**src/rtl/pkt_fetch.sv**
```systemverilog
// Packet fetch engine: walks a packet in a registered-read RAM and streams its
// words out through a credit-controlled FIFO with last-word marking.
module pkt_fetch #(
  parameter int ADDR_WIDTH = 32,
  parameter int DATA_WIDTH = 32,
  parameter int LEN_WIDTH  = 8,
  parameter int FIFO_DEPTH = 4
) (
  input  logic                  clk,
  input  logic                  rst,
  input  logic                  start_i,
  input  logic [ADDR_WIDTH-1:0] base_addr_i,
  input  logic [LEN_WIDTH-1:0]  len_i,
  output logic [ADDR_WIDTH-1:0] ram_addr_o,
  input  logic [DATA_WIDTH-1:0] ram_data_i,
  output logic [DATA_WIDTH-1:0] data_o,
  output logic                  valid_o,
  output logic                  last_o,
  input  logic                  ready_i,
  output logic                  busy_o,
  output logic                  done_o
);

  localparam int PW = (FIFO_DEPTH > 1) ? $clog2(FIFO_DEPTH) : 1;
  localparam int CW = PW + 1;

  typedef enum logic [1:0] {
    S_IDLE,
    S_FETCH,
    S_DRAIN,
    S_DONE
  } state_t;

  state_t                state_q;
  logic [ADDR_WIDTH-1:0] addr_q;
  logic [LEN_WIDTH-1:0]  rem_q;
  logic                  infl_q;
  logic                  infl_last_q;
  logic                  busy_q;
  logic                  done_q;
  logic [PW-1:0]         wptr_q;
  logic [PW-1:0]         rptr_q;
  logic [CW-1:0]         cnt_q;
  logic [CW-1:0]         cnt_d;
  logic [DATA_WIDTH-1:0] mem_q  [FIFO_DEPTH];
  logic                  lastf_q [FIFO_DEPTH];

  logic                  push;
  logic                  pop;
  logic                  issue;
  logic                  head_last;
  logic [CW:0]           used;
  logic                  unused_base;

  assign unused_base = ^base_addr_i[1:0];

  assign push      = infl_q;
  assign pop       = (cnt_q != '0) && ready_i;
  assign head_last = lastf_q[rptr_q];

  // The read still in flight already owns a FIFO slot, so it counts as used.
  assign used  = {1'b0, cnt_q} + {{CW{1'b0}}, infl_q};
  assign issue = (state_q == S_FETCH) && (rem_q != '0) &&
                 (used < (CW+1)'(FIFO_DEPTH));

  always_comb begin
    cnt_d = cnt_q;
    case ({push, pop})
      2'b10:   cnt_d = cnt_q + CW'(1);
      2'b01:   cnt_d = cnt_q - CW'(1);
      default: cnt_d = cnt_q;
    endcase
  end

  always_ff @(posedge clk) begin
    if (rst) begin
      state_q     <= S_IDLE;
      addr_q      <= '0;
      rem_q       <= '0;
      infl_q      <= 1'b0;
      infl_last_q <= 1'b0;
      busy_q      <= 1'b0;
      done_q      <= 1'b0;
      wptr_q      <= '0;
      rptr_q      <= '0;
      cnt_q       <= '0;
    end else begin
      infl_q      <= issue;
      infl_last_q <= issue && (rem_q == LEN_WIDTH'(1));
      if (issue) begin
        addr_q <= addr_q + ADDR_WIDTH'(4);
        rem_q  <= rem_q - LEN_WIDTH'(1);
      end
      if (push) wptr_q <= wptr_q + PW'(1);
      if (pop)  rptr_q <= rptr_q + PW'(1);
      cnt_q <= cnt_d;

      case (state_q)
        S_IDLE: begin
          if (start_i) begin
            addr_q  <= {base_addr_i[ADDR_WIDTH-1:2], 2'b00};
            rem_q   <= len_i;
            busy_q  <= 1'b1;
            state_q <= (len_i != '0) ? S_FETCH : S_DONE;
          end
        end
        S_FETCH: begin
          if (issue && (rem_q == LEN_WIDTH'(1))) state_q <= S_DRAIN;
        end
        S_DRAIN: begin
          // The last word is the newest entry, so its acceptance empties the FIFO.
          if (pop && head_last && !infl_q) begin
            done_q  <= 1'b1;
            state_q <= S_DONE;
          end
        end
        S_DONE: begin
          // An empty packet arrives here without the pulse armed; arm it first.
          if (done_q) begin
            done_q  <= 1'b0;
            busy_q  <= 1'b0;
            state_q <= S_IDLE;
          end else begin
            done_q <= 1'b1;
          end
        end
        default: state_q <= S_IDLE;
      endcase
    end
  end

  // Capture stage: the RAM word for last cycle's issue lands in the FIFO tail.
  always_ff @(posedge clk) begin
    if (push) begin
      mem_q[wptr_q]   <= ram_data_i;
      lastf_q[wptr_q] <= infl_last_q;
    end
  end

  assign ram_addr_o = addr_q;
  assign valid_o    = (cnt_q != '0);
  assign data_o     = valid_o ? mem_q[rptr_q] : '0;
  assign last_o     = valid_o ? head_last : 1'b0;
  assign busy_o     = busy_q;
  assign done_o     = done_q;

endmodule

```
**config.mk**
```make
export PLATFORM = sky130hd
export DESIGN_NAME = pkt_fetch
export DESIGN_NICKNAME = d
export VERILOG_FILES = /design/src/rtl/pkt_fetch.sv
export SDC_FILE = /design/constraint.sdc
export NUM_CORES = 1
export LEC_CHECK = 0
export BUFFER_PORTS_ARGS = -buffer_cell sky130_fd_sc_hd__buf_2
export CORE_ASPECT_RATIO = 0.9
export CORE_UTILIZATION = 35
export CTS_BUF_LIST = sky130_fd_sc_hd__clkbuf_8 sky130_fd_sc_hd__clkbuf_16
export CTS_CLUSTER_DIAMETER = 120
export DETAILED_ROUTE_END_ITERATION = 10
export HOLD_SLACK_MARGIN = 0.02
export MAX_ROUTING_LAYER = met4
export PLACE_DENSITY = 0.57
export SETUP_SLACK_MARGIN = 0.15
export SYNTH_ARGS = -nofsm -noshare
export SYNTH_HDL_FRONTEND = slang
export SYNTH_SLANG_ARGS = --single-unit
```
**constraint.sdc**
```tcl
create_clock -name clk -period 2 [get_ports clk]
set_input_delay 0.2 -clock clk [delete_from_list [all_inputs] [get_ports clk]]
set_output_delay 0.2 -clock clk [all_outputs]
set_load 0.005 [all_outputs]
```
-- Yosys cells after proc, flatten, opt, wreduce, memory -nomap -nowiden
Memory sizes are Yosys's and may differ from the RTL's. A register that Yosys moved wholly into a read port is not among the register bits.
Cells that the tools add are included.
- RAM bits: 132
- word-level logic and storage cells: 74
- memories kept: 2
- bits in registers: 53
- output and inout bits: 68
- input port bits: 76
- memories (name ; words ; bits a word ; rd ports ; clocked after memory_dff ; write ports ; line ; text):
    mem_q ; 4 ; 32 ; 1 ; 1 ; 1 ; 45 ; logic [DATA_WIDTH-1:0] mem_q [FIFO_DEPTH];
    lastf_q ; 4 ; 1 ; 1 ; 1 ; 1 ; 46 ; logic lastf_q [FIFO_DEPTH];
- add/subtract/negate cells: 7
- eq/ne operators: 10
- magnitude comparators: 1
- reductions and logical operators: 17
- muxes and demuxes: 27
- operators with widths (cell ; count):
    $mux 32 ; 4
    $add 32x3->32 const B ; 1
    $mux 8 ; 3
    $mux 2 ; 9
    $reduce_bool 8->1 ; 2
    $eq 8x1->1 const B ; 1
    $pmux 2 s4 ; 1
    $sub 8x1->8 const B ; 1
    $mux 1 ; 7
    $eq 2x2->1 const B ; 3
    $logic_and 1x1->1 ; 6
    $ne 2x2->1 const B ; 3
    $pmux 3 s2 ; 1
    $reduce_bool 2->1 ; 3
    $add 2x1->2 const B ; 2
    $add 3x1->4 ; 1
    $eq 2x1->1 const B ; 2
    $lt 4x3->1 const B ; 1
    $pmux 1 s2 ; 2
    $reduce_and 4->1 ; 1
    $add 3x1->3 const B ; 1
    $reduce_and 3->1 ; 1
    $reduce_bool 3->1 ; 1
    $sub 3x1->3 const B ; 1
    other kinds (4) ; 4

-- Logic depth before layout (Yosys ltp)
Gate-level depths: netlist of the first run.
- word-level depth: 6
- mapped depth: 8
- depth with buffers taken out: 7

-- Worst setup path after synthesis of the first run
OpenSTA, ideal clock, no wires.
- path type: register to register
- from: register rem_q[0]
- to: register addr_q[27], in the netlist ram_addr_o[27]
- library setup time: 0.116 ns
- arrival: 1.941 ns
- period minus slack after synthesis: 2.057 ns
- path slack: -0.057 ns
- stages on the path, launching flop included: 8
- path through: dfxtp_1 > inv_1 > ha_1 > or3b_2 > o211ai_4 > clkbuf_1 > or4_1 > o211a_1
- word-level cells in the longest chain between the ends: 6
- RTL lines (item ; line ; text):
    from (decl) ; 36 ; logic [LEN_WIDTH-1:0] rem_q;
    from (signal assigned) ; 92 ; rem_q <= rem_q - LEN_WIDTH'(1);
    from (signal assigned) ; 102 ; rem_q <= len_i;
    $reduce_bool 8->1 (*) ; 63 ; assign issue = (state_q == S_FETCH) && (rem_q != '0) &&
    $logic_and 1x1->1 (*) (2 in series) ; 63 ;
    $mux 32 (*) ; 90 ; if (issue) begin
    $mux 32 ; 100 ; if (start_i) begin
    $mux 32 (*) ; 98 ; case (state_q)
    to (signal assigned) ; 91 ; addr_q <= addr_q + ADDR_WIDTH'(4);
    to (signal assigned) ; 101 ; addr_q <= {base_addr_i[ADDR_WIDTH-1:2], 2'b00};
    to (decl) ; 35 ; logic [ADDR_WIDTH-1:0] addr_q;
Every way passes the cells marked *; elsewhere a longest branch is shown, timed or not.
A chain may end at the register's enable or synchronous reset.

-- Final worst setup path of the first run
- from: register rem_q[1]
- to: register addr_q[31], in the netlist ram_addr_o[31]
Same word-level chain as after synthesis.

==> results.md, run 1 <==
* Outcome: finished with violations
* Failing checks: negative setup slack
* Synth Register Bits at 185
* Setup WS pre-CTS at -0.0170 ns
* Type of destination of the critical path: register
* Internal Power at 9.68 mW
* DRT antenna net count at 0
* Vias in the first global route at 6337
* HP Class: primary input to register
* Die W at 164 microns
* Vias per inst at 5.30
* CTS tree: yes
* Num ports at 144
* Worst Max-Slew Pin Slew at 0.579 ns
* P&R area growth vs syn at 42.1%
* Synth unique cells at 60
* Async set or reset register ratio after synthesis at 0
* Initial core utilization at 0.356
* Fin crit share at 1.04
* Clock power frac at 0.240
* Worst setup SP type: register
* Area share of the largest cell type after synthesis at 0.477
* Cell taking the most area after synthesis: edfxtp_1
* Reg power frac at 0.340
* Placer Congestion at 0.865
* Die area at 24400 sq um
* Root buf cell: clkbuf_16
* TritonRoute pass-1 iters at 5
* Hold slack at 0.0395 ns
* Post-route DRC violation count at 0
* Yosys warnings at 0
* Largest net degree at the start of global routing at 54
* CP max-delay cell: or4_4
* Rows at 53
* Slew Viols, Final at 0
* Worst skew pair latency at 0.44 ns
* Syn Inst Count at 618
* Vias at 6184
* Setup violators final at 47
* TritonCTS Sinks at 185
* Post-synth EDFFs at 132
* Total track usage at 0.184
* Gate power share at 0.419
* Iter 0 DRT Violations at 391
* Mean Syn Cell Area at 13.4 sq um
* CTS Buffer Depth at 2
* Pwr dens at 1250 nW/um^2
* Avg WL per Cell at 18.3 microns
* Sw power at 5.11 mW
* Initial antenna violation count at 1
* H-Tree Depth at 4
* Std-Cell Core Area at 23300 sq um
* Area contributors post-synth: edfxtp_1 48%, dfxtp_1 13%, mux4_2 8.9%, nor2_1 2.8%, nor2b_1 2.5%
* Switch share at 0.345
* Leak Pwr at 4.32 nW
* CP max FO at 6
* RSZ-0062 raised after global routing: true
* Layout cells sized above 1 at 0.458
* Peak supply drop at 0.000763 V
* Hold_sp: base_addr_i[6]
* Worst r2r src: rem_q[1]$_SDFF_PP0_
* Final Hold Fails at 0
* Crit-path cells: inv_2 -> ha_4 -> or3b_4 -> o211ai_4 -> buf_12 -> buf_16 -> or4_4 -> o211a_1
* CP peak stage delay at 0.50 ns
* Final Critical Period at 2.08 ns
* Nets at 940
* Synth Flop Type: edfxtp_1
* Slew headroom at 0.611
* WP data arrival at 2.41 ns
* Kind of critical path: register to register
* Die extent in y at 148 microns
* Worst-path clk slew at 0.09 ns
* CP Data Required Time at 2.33 ns
* Dpl hpwl at 12600 microns
* Crit. Startpoint: rem_q[1]$_SDFF_PP0_
* Max Clk Rate at 0.481 GHz
* CTS Buf Count at 17
* Final core occ at 0.506
* Maxcap violations at 0
* Port Buffers at 139
* Clock Skew at 0.0190 ns
* Synth Cell Area at 8310 sq um
* Worst Setup Slack, final at -0.0807 ns
* First-pass GRT wire length at 33400 microns
* Drt total wl at 21400 microns
* Grt ovf at 0
* Seq/Total Area, Yosys at 0.605
## path summary, 6_finish.rpt
| path | to | slack [ns] | depth (start not counted) |
|---|---|---|---|
| max | ram_addr_o[31]$_SDFF_PP0_ | -0.08 | 8 |
| max reg2reg | ram_addr_o[31]$_SDFF_PP0_ | -0.08 | 8 |
| min reg2reg | lastf_q[2]$_DFFE_PP_ | 0.48 | 0 |
| min | ram_addr_o[6]$_SDFF_PP0_ | 0.04 | 3 |
## placed cells by master (no fill, tap or decap), types with 12 or more instances in the layout
cell	instances
nand3_1	12
buf_2	137
buf_12	13
edfxtp_1	132
dlygate4sd3_1	34
nand4_1	14
buf_4	45
nor2_1	63
inv_1	15
nor2b_1	24
mux4_2	33
buf_6	17
clkbuf_16	18
nand2_1	20
dfxtp_1	35
## per-layer routing
metal	track usage	part of all wire	wire (microns)	up-vias
li1	-	-	-	2874
met1	0.230	0.43	9110	3057
met2	0.298	0.49	10600	226
met3	0.0337	0.061	1290	27
met4	0.0674	0.018	393	0
met5	-	0	0	-
## layout make-up
cell class                      instances  area [sq um]
Multi-Input combinational cell        370          3580
Timing Repair Buffer                  256          2060
Sequential cell                       185          5070
Antenna cell                            1          2.50
Clock inverter                         15           209
Tap cell                              302           378
Fill cell                            1971         11500
Clock buffer                           17           425
Inverter                               20          75.1
## sequential cells by signal, indices dropped and copies added, names as in the netlist, named ones only
signal and count:
infl_last_q 1, busy_o 1, rptr_q 2, state_q 2
ram_addr_o 30, cnt_q 3, lastf_q 4, infl_q 1
rem_q 8, done_o 1, wptr_q 2, mem_q 128
## cells in the mapped netlist (4+ instances only)
master / n
a2111oi_2: 4
a211oi_1: 5
a21oi_1: 8
a311oi_1: 15
and2_1: 9
and3_1: 5
buf_2: 7
buf_6: 5
clkbuf_1: 28
dfxtp_1: 53
edfxtp_1: 132
ha_1: 13
inv_1: 20
mux4_2: 33
nand2_1: 22
nand3_1: 13
nand3b_1: 4
nand4_1: 14
nor2_1: 63
nor2b_1: 33
nor3_1: 5
nor3b_1: 5
nor4_1: 18
o211a_1: 4
o31a_1: 5
o31ai_1: 12
o41a_1: 5
o41ai_1: 4
or3_1: 8
or4_1: 12
xnor2_1: 4
xor2_1: 5
## timing repair
| item | in CTS | in global routing |
|---|---|---|
| hold endpoints to repair | 130 | 0 |
| hold buffers | 34 | 0 |
| gates cloned | 8 | 1 |
| resized for setup | 85 | 55 |
| setup buffers | 30 | 5 |
| setup endpoints to repair | 68 | 129 |
| pin swaps | 44 | 31 |
## stage by stage
stage	cells	setup TNS [ns]	power, mW	cell area, sq um
finish	1166	-1.57	14.8	11800
global route	1166	-5.32	15.5	11800
CTS	1159	-1.76	14.4	11500
detailed placement	1055	-0.0170	9.08	9680
global placement	1055	0	8.95	9680
floorplan	619	0	7.72	8470
## power groups by stage
stage               combinational (mW)  sequential (mW)  clock [mW]
floorplan                         2.70             5.02           0
global placement                  3.91             5.03           0
detailed placement                4.01             5.07           0
CTS                               5.73             5.01        3.62
global route                      6.66             5.09        3.76
finish                            6.20             5.04        3.56
## logic make-up after synthesis
family | share of synthesized area
compound gates | 0.0886
fa+ha+maj | 0.0220
mux | 0.0932
other cells | 0.000451
flops | 0.605
xor+xnor | 0.00949
buf+inv | 0.0363
simple gates | 0.145
## critical path, delay by kind of cell, from the launching register on
| kind | cells | cell delay, ns |
|---|---|---|
| AO/OA/AOI/OAI | 2 | 0.35 |
| flip-flops | 1 | 0.35 |
| AND/OR/NAND/NOR | 2 | 0.74 |
| adder cells (fa/ha/maj) | 1 | 0.15 |
| buffers and inverters | 3 | 0.37 |
Note: power is estimated with default switching activity, not from simulation.
==> run 2: changes to the inputs <==
- PLACE_DENSITY: 0.57 -> not set
==> run 2 against run 1 <==
  * The flow still finishes with violations (negative setup slack)
  * Sequential share of layout area about the same
  * Sequential power down 1%
  * Clock power down 4%
  * Worst hold slack better by 0.010 ns
  * Non-clock buffer count up 13
  * Clock-buffer cell count unchanged
  * Die area unchanged
  * Total power down 1.8%
  * Flip-flop and latch count unchanged
  * Highest routed layer unchanged
==> results.md, run 2 (synthesis results as in run 1) <==
* Std-Cell Core Area at 23300 sq um (unchanged)
* Largest net degree at the start of global routing at 47 (was 54)
* H-Tree Depth at 4 (unchanged)
* Internal Power at 9.62 mW (was 9.68 mW)
* Initial antenna violation count at 1 (unchanged)
* Critical path buffers and inverters at 4 (was 3)
* Clock power frac at 0.235 (was 0.240)
* CP Data Required Time at 2.33 ns (about the same)
* Post-route DRC violation count at 0 (unchanged)
* Worst Setup Slack, final at -0.0718 ns (was -0.0807 ns)
* CTS Buf Count at 17 (unchanged)
* Worst-path clk slew at 0.08 ns (was 0.09 ns)
* Leak Pwr at 4.34 nW (was 4.32 nW)
* CTS tree: yes (unchanged)
* Root buf cell: clkbuf_16 (unchanged)
* Reg power frac at 0.343 (was 0.340)
* Maxcap violations at 0 (unchanged)
* Outcome: finished with violations (unchanged)
* CP max-delay cell: or3b_4 (was or4_4)
* Setup violators final at 48 (was 47)
* Vias per inst at 5.22 (was 5.30)
* CP max FO at 8 (was 6)
* Drt total wl at 20400 microns (was 21400 microns)
* Dpl hpwl at 12300 microns (was 12600 microns)
* Switch share at 0.338 (was 0.345)
* CTS Buffer Depth at 2 (unchanged)
* Worst R2R End: ram_addr_o[8]$_SDFF_PP0_ (was ram_addr_o[31]$_SDFF_PP0_)
* Kind of critical path: register to register (unchanged)
* Vias at 6152 (was 6184)
* Worst skew pair latency at 0.43 ns (was 0.44 ns)
* Die extent in y at 148 microns (unchanged)
* Layout Cells excl Fill at 1179 (was 1166)
* Sw power at 4.91 mW (was 5.11 mW)
* Initial core utilization at 0.356 (unchanged)
* Die W at 164 microns (unchanged)
* Reg2Reg Depth at 9 (was 8)
* Iter 0 DRT Violations at 358 (was 391)
* Commonest cells after routing, fill and taps aside: 136 x buf_2, 132 x edfxtp_1, 66 x buf_4 (was 137 x buf_2, 132 x edfxtp_1, 63 x nor2_1)
* Fin crit share at 1.04 (about the same)
* Placed insts at 1075 (was 1055)
* WP data arrival at 2.41 ns (about the same)
* Pwr dens at 1230 nW/um^2 (was 1250 nW/um^2)
* Total track usage at 0.173 (was 0.184)
* Nets at 953 (was 940)
* Slew Viols, Final at 0 (unchanged)
* Placer Congestion at 0.799 (was 0.865)
* TritonCTS Sinks at 185 (unchanged)
* Crit-path cells: inv_2 -> ha_4 -> or3b_4 -> o211ai_4 -> buf_12 -> buf_8 -> buf_12 -> o31ai_2 -> a311oi_1 (was inv_2 -> ha_4 -> or3b_4 -> o211ai_4 -> buf_12 -> buf_16 -> or4_4 -> o211a_1)
* TritonRoute pass-1 iters at 4 (was 5)
* Worst setup SP type: register (unchanged)
* Clock Skew at 0.0121 ns (was 0.0190 ns)
* HP Class: primary input to register (unchanged)
* Num ports at 144 (unchanged)
* First-pass GRT wire length at 31600 microns (was 33400 microns)
* Hold depth at 3 (unchanged)
* Peak supply drop at 0.000654 V (was 0.000763 V)
* Grt ovf at 0 (unchanged)
* Delay-heaviest family, CP: compound AO/OA/AOI/OAI gates (was simple AND/OR/NAND/NOR gates)
* Die area at 24400 sq um (unchanged)
* CP most frequent cell: buf_12
* Failing checks: negative setup slack (unchanged)
* Commonest non-fill, non-tap cell in the layout: buf_2 (unchanged)
* Vias in the first global route at 6111 (was 6337)
* Type of destination of the critical path: register (unchanged)
* Avg WL per Cell at 17.3 microns (was 18.3 microns)
* Max Clk Rate at 0.483 GHz (was 0.481 GHz)
* Gate power share at 0.422 (was 0.419)
* Final Critical Period at 2.07 ns (was 2.08 ns)
* Layout cells sized above 1 at 0.476 (was 0.458)
* Max reg flops at 128 (unchanged)
* Hold_sp: base_addr_i[8] (was base_addr_i[6])
* Post-Route Setup TNS at -1.57 ns (about the same)
* Worst path depth at 9 (was 8)
* Port Buffers at 139 (unchanged)
* P&R area growth vs syn at 42.2% (was 42.1%)
* RSZ-0062 raised after global routing: true (unchanged)
* Worst hold endpoint: ram_addr_o[8]$_SDFF_PP0_ (was ram_addr_o[6]$_SDFF_PP0_)
* Fillcell total at 1992 (was 1971)
* Biggest register: mem_q (unchanged)
* Worst r2r src: rem_q[1]$_SDFF_PP0_ (unchanged)
* Final Hold Fails at 0 (unchanged)
* Rows at 53 (unchanged)
* DRT antenna net count at 0 (unchanged)
* CP peak stage delay at 0.40 ns (was 0.50 ns)
* R2r setup slk at -0.07 ns (was -0.08 ns)
run 2: final cells by class:
type	instances	area [sq um]	share of cell area
flip-flops and latches	185	5070	0.430
multi-input cells	370	3580	0.303
repair buffers	269	2090	0.177
clock buffers	17	425	0.0360
well taps	302	378	0.0320
clock inverters	15	193	0.0163
inverters	20	75.1	0.00636
diodes	1	2.50	0.000212
run 2: worst max path at each step:
stage / from / end / slack [ns]
floorplan: rem_q[2]$_SDFF_PP0_ / ram_addr_o[22]$_SDFF_PP0_ / 0.07
CTS: register / data_o[11] / -0.08
finish: rem_q[1]$_SDFF_PP0_ / ram_addr_o[8]$_SDFF_PP0_ / -0.07
global route: rem_q[1]$_SDFF_PP0_ / ram_addr_o[8]$_SDFF_PP0_ / -0.16
global placement: state_q[1]$_SDFFE_PP0P_ / ram_addr_o[16]$_SDFF_PP0_ / 0.03
detailed placement: state_q[1]$_SDFFE_PP0P_ / ram_addr_o[16]$_SDFF_PP0_ / -0.02
run 2: per-stage QoR:
stage	hold WS [ns]	instance area [sq um]	power, mW	utilization	setup slack [ns]
2_1_floorplan	0.299	8470	7.72	-	0.0667
3_3_place_gp	0.417	9790	9.06	0.419	0.0348
3_5_place_dp	0.419	9790	9.10	0.419	-0.0156
4_1_cts	0.0213	11300	13.7	0.484	-0.0776
5_1_grt	0.0231	11800	15.3	0.506	-0.160
6_report	0.0498	11800	14.5	0.506	-0.0718
run 2: per-layer routing:
metal  vias to the layer above  share of wire  global-route usage
met2                       214           0.48               0.275
met5                         -              0                   -
li1                       2894              -                   -
met1                      3019           0.44               0.221
met3                        25          0.063              0.0396
met4                         0          0.014              0.0482
run 2: power groups by stage:
stage,Sequential [mW],Clock [mW],Combinational [mW]
2_1_floorplan,5.02,0,2.70
3_3_place_gp,5.01,0,4.05
3_5_place_dp,5.02,0,4.08
4_1_cts,4.97,3.48,5.30
5_1_grt,5.05,3.66,6.61
6_report,4.98,3.41,6.13
run 2: worst reg2reg max path, stage by stage (launching register included):
cell and delay (ns):
dfxtp_2 0.33, inv_2 0.07, ha_4 0.13, or3b_4 0.40, o211ai_4 0.30, buf_12 0.18
buf_8 0.12, buf_12 0.13, o31ai_2 0.07, a311oi_1 0.24
run 2: timing repair:
action,CTS,global route
buffers inserted,21,10
pin swaps,38,38
endpoints found under the hold margin,129,0
gates cloned,5,2
hold buffers,33,0
endpoints found under the setup margin,64,73
gates resized for setup,61,87
==> run 3: changes to the inputs <==
- CELL_PAD_IN_SITES_DETAIL_PLACEMENT: not set -> 1
- CELL_PAD_IN_SITES_GLOBAL_PLACEMENT: not set -> 1
- CORE_ASPECT_RATIO: 0.9 -> 1.4
- PLACE_DENSITY_LB_ADDON: not set -> 0.1
==> run 3 against run 2 <==
  * Register-to-register slack worse by 0.03 ns
  * First-iteration DRC count is 11% lower
  * Global-route usage is 2.5 points higher
  * Worst setup slack worse by 0.027 ns
  * Critical path depth down 1
  * Via count increased by 1.2%
  * Die area about the same
  * Non-clock buffer count is 7 higher
  * Clock skew increased by 0.0019 ns
  * Clock-buffer cell count unchanged
  * The run still ends with negative setup slack left
  * Highest routed layer unchanged
==> results.md, run 3 (synthesis results as in run 1) <==
* CTS tree: yes (unchanged)
* Maxcap violations at 0 (unchanged)
* Critical path buffers and inverters at 3 (was 4)
* Initial core utilization at 0.357 (was 0.356)
* Max reg flops at 128 (unchanged)
* Layout cells sized above 1 at 0.454 (was 0.476)
* Fillcell total at 2376 (was 1992)
* Leak Pwr at 4.32 nW (was 4.34 nW)
* CP max FO at 8 (unchanged)
* Crit-path cells: inv_2 -> ha_4 -> or3b_4 -> o211ai_4 -> buf_6 -> buf_12 -> or4_4 -> a311oi_2 (was inv_2 -> ha_4 -> or3b_4 -> o211ai_4 -> buf_12 -> buf_8 -> buf_12 -> o31ai_2 -> a311oi_1)
* Tot Pwr at 14.3 mW (was 14.5 mW)
* Pwr dens at 1220 nW/um^2 (was 1230 nW/um^2)
* Commonest non-fill, non-tap cell in the layout: buf_2 (unchanged)
* Placer Congestion at 0.789 (was 0.799)
* Post-Route Setup TNS at -0.941 ns (was -1.57 ns)
* Outcome: finished with violations (unchanged)
* Clock Skew at 0.0140 ns (was 0.0121 ns)
* Failing checks: negative setup slack (unchanged)
* CP Data Required Time at 2.35 ns (was 2.33 ns)
* Delay-heaviest family, CP: simple AND/OR/NAND/NOR gates (was compound AO/OA/AOI/OAI gates)
* Commonest cells after routing, fill and taps aside: 139 x buf_2, 132 x edfxtp_1, 65 x buf_4 (was 136 x buf_2, 132 x edfxtp_1, 66 x buf_4)
* Layout Cells excl Fill at 1189 (was 1179)
* Kind of critical path: register to register (unchanged)
* Final Cell Area at 11700 sq um (was 11800 sq um)
* Sequential cell area at 5070 sq um (about the same)
* Peak supply drop at 0.000739 V (was 0.000654 V)
* CP max-delay cell: or4_4 (was or3b_4)
* Vias in the first global route at 6794 (was 6111)
* CP peak stage delay at 0.51 ns (was 0.40 ns)
* Vias per inst at 5.24 (was 5.22)
* Initial antenna violation count at 0 (was 1)
* Fin crit share at 1.05 (was 1.04)
* Die area at 24400 sq um (about the same)
* Rows at 66 (was 53)
* Hold slack at 0.0393 ns (was 0.0498 ns)
* TritonRoute pass-1 iters at 4 (unchanged)
* Worst path depth at 8 (was 9)
* Port Buffers at 139 (unchanged)
* First-pass GRT wire length at 35900 microns (was 31600 microns)
* Total track usage at 0.198 (was 0.173)
* Slew Viols, Final at 0 (unchanged)
* Final Hold Fails at 0 (unchanged)
* Worst-path clk slew at 0.07 ns (was 0.08 ns)
* Drt total wl at 23300 microns (was 20400 microns)
* Slew headroom at 0.506
* Hold depth at 3 (unchanged)
* Antenna cells at 0 (was 1)
* Nets at 960 (was 953)
* CTS Buf Count at 17 (unchanged)
* Root buf cell: clkbuf_16 (unchanged)
* Std-Cell Core Area at 23300 sq um (about the same)
* Dpl hpwl at 13700 microns (was 12300 microns)
* WP data arrival at 2.44 ns (was 2.41 ns)
* Die W at 132 microns (was 164 microns)
* Num ports at 144 (unchanged)
* Post-route DRC violation count at 0 (unchanged)
* Placed insts at 1070 (was 1075)
* Vias at 6227 (was 6152)
* Max Clk Rate at 0.477 GHz (was 0.483 GHz)
* Final core occ at 0.503 (was 0.506)
* Largest net degree at the start of global routing at 69 (was 47)
* Worst Setup Slack, final at -0.0985 ns (was -0.0718 ns)
* Worst skew pair latency at 0.44 ns (was 0.43 ns)
* H-Tree Depth at 4 (unchanged)
* P&R area growth vs syn at 41.0% (was 42.2%)
* Final Critical Period at 2.10 ns (was 2.07 ns)
* Grt ovf at 0 (unchanged)
* Multi-input logic area at 3430 sq um (was 3580 sq um)
* TritonCTS Sinks at 185 (unchanged)
* RSZ-0062 raised after global routing: true (unchanged)
* Iter 0 DRT Violations at 320 (was 358)
* DRT antenna net count at 0 (unchanged)
* Type of destination of the critical path: register (unchanged)
* Dpl cell area at 9770 sq um (was 9790 sq um)
* Avg WL per Cell at 19.6 microns (was 17.3 microns)
* Reg2Reg Depth at 8 (was 9)
* Biggest register: mem_q (unchanged)
* Worst Max-Slew Pin Slew at 0.734 ns
* Die extent in y at 184 microns (was 148 microns)
* Setup WS pre-CTS at -0.0562 ns (was -0.0156 ns)
* CTS Buffer Depth at 2 (unchanged)
* Setup violators final at 39 (was 48)
* HP Class: primary input to register (unchanged)
* Worst setup SP type: register (unchanged)
==> run 3: worst paths after layout <==
check	endpoint	slack, ns	startpoint
max	ram_addr_o[16]$_SDFF_PP0_	-0.1	rem_q[1]$_SDFF_PP0_
min	ram_addr_o[24]$_SDFF_PP0_	0.04	base_addr_i[24]
max reg2reg	ram_addr_o[16]$_SDFF_PP0_	-0.1	rem_q[1]$_SDFF_PP0_
min reg2reg	busy_o$_SDFFE_PP0P_	0.48	busy_o$_SDFFE_PP0P_
==> run 3: per-layer routing <==
| layer | global-route usage | wire, microns |
|---|---|---|
| met2 | 0.377 | 13000 |
| met3 | 0.0336 | 672 |
| met5 | - | 0 |
| met4 | 0.0630 | 371 |
| met1 | 0.207 | 9300 |
==> run 3: cell type report <==
class                           count  share of cell area
Sequential cell                   185               0.433
Clock inverter                     15              0.0139
Timing Repair Buffer              276               0.185
Inverter                           20             0.00641
Clock buffer                       17              0.0363
Tap cell                          306              0.0327
Multi-Input combinational cell    370               0.293
==> run 3: power breakdown <==
part           internal [mW]  switching, mW  leakage [nW]
Sequential              4.64          0.366          1.64
Combinational           3.12           2.84          2.39
Clock                   1.94           1.43         0.289
==> run 3: what timing repair did <==
action / 4_1_cts / 5_1_grt
endpoints found under the setup margin: 97 / 108
gates resized for setup: 65 / 53
hold buffers: 33 / 0
pin swaps: 32 / 17
buffers inserted: 37 / 8
gates cloned: 6 / 3
endpoints found under the hold margin: 129 / 0
==> run 3: worst min-delay path, stage by stage <==
cell and delay [ns]:
buf_2 0.10, nand3b_1 0.08, nand3_1 0.08
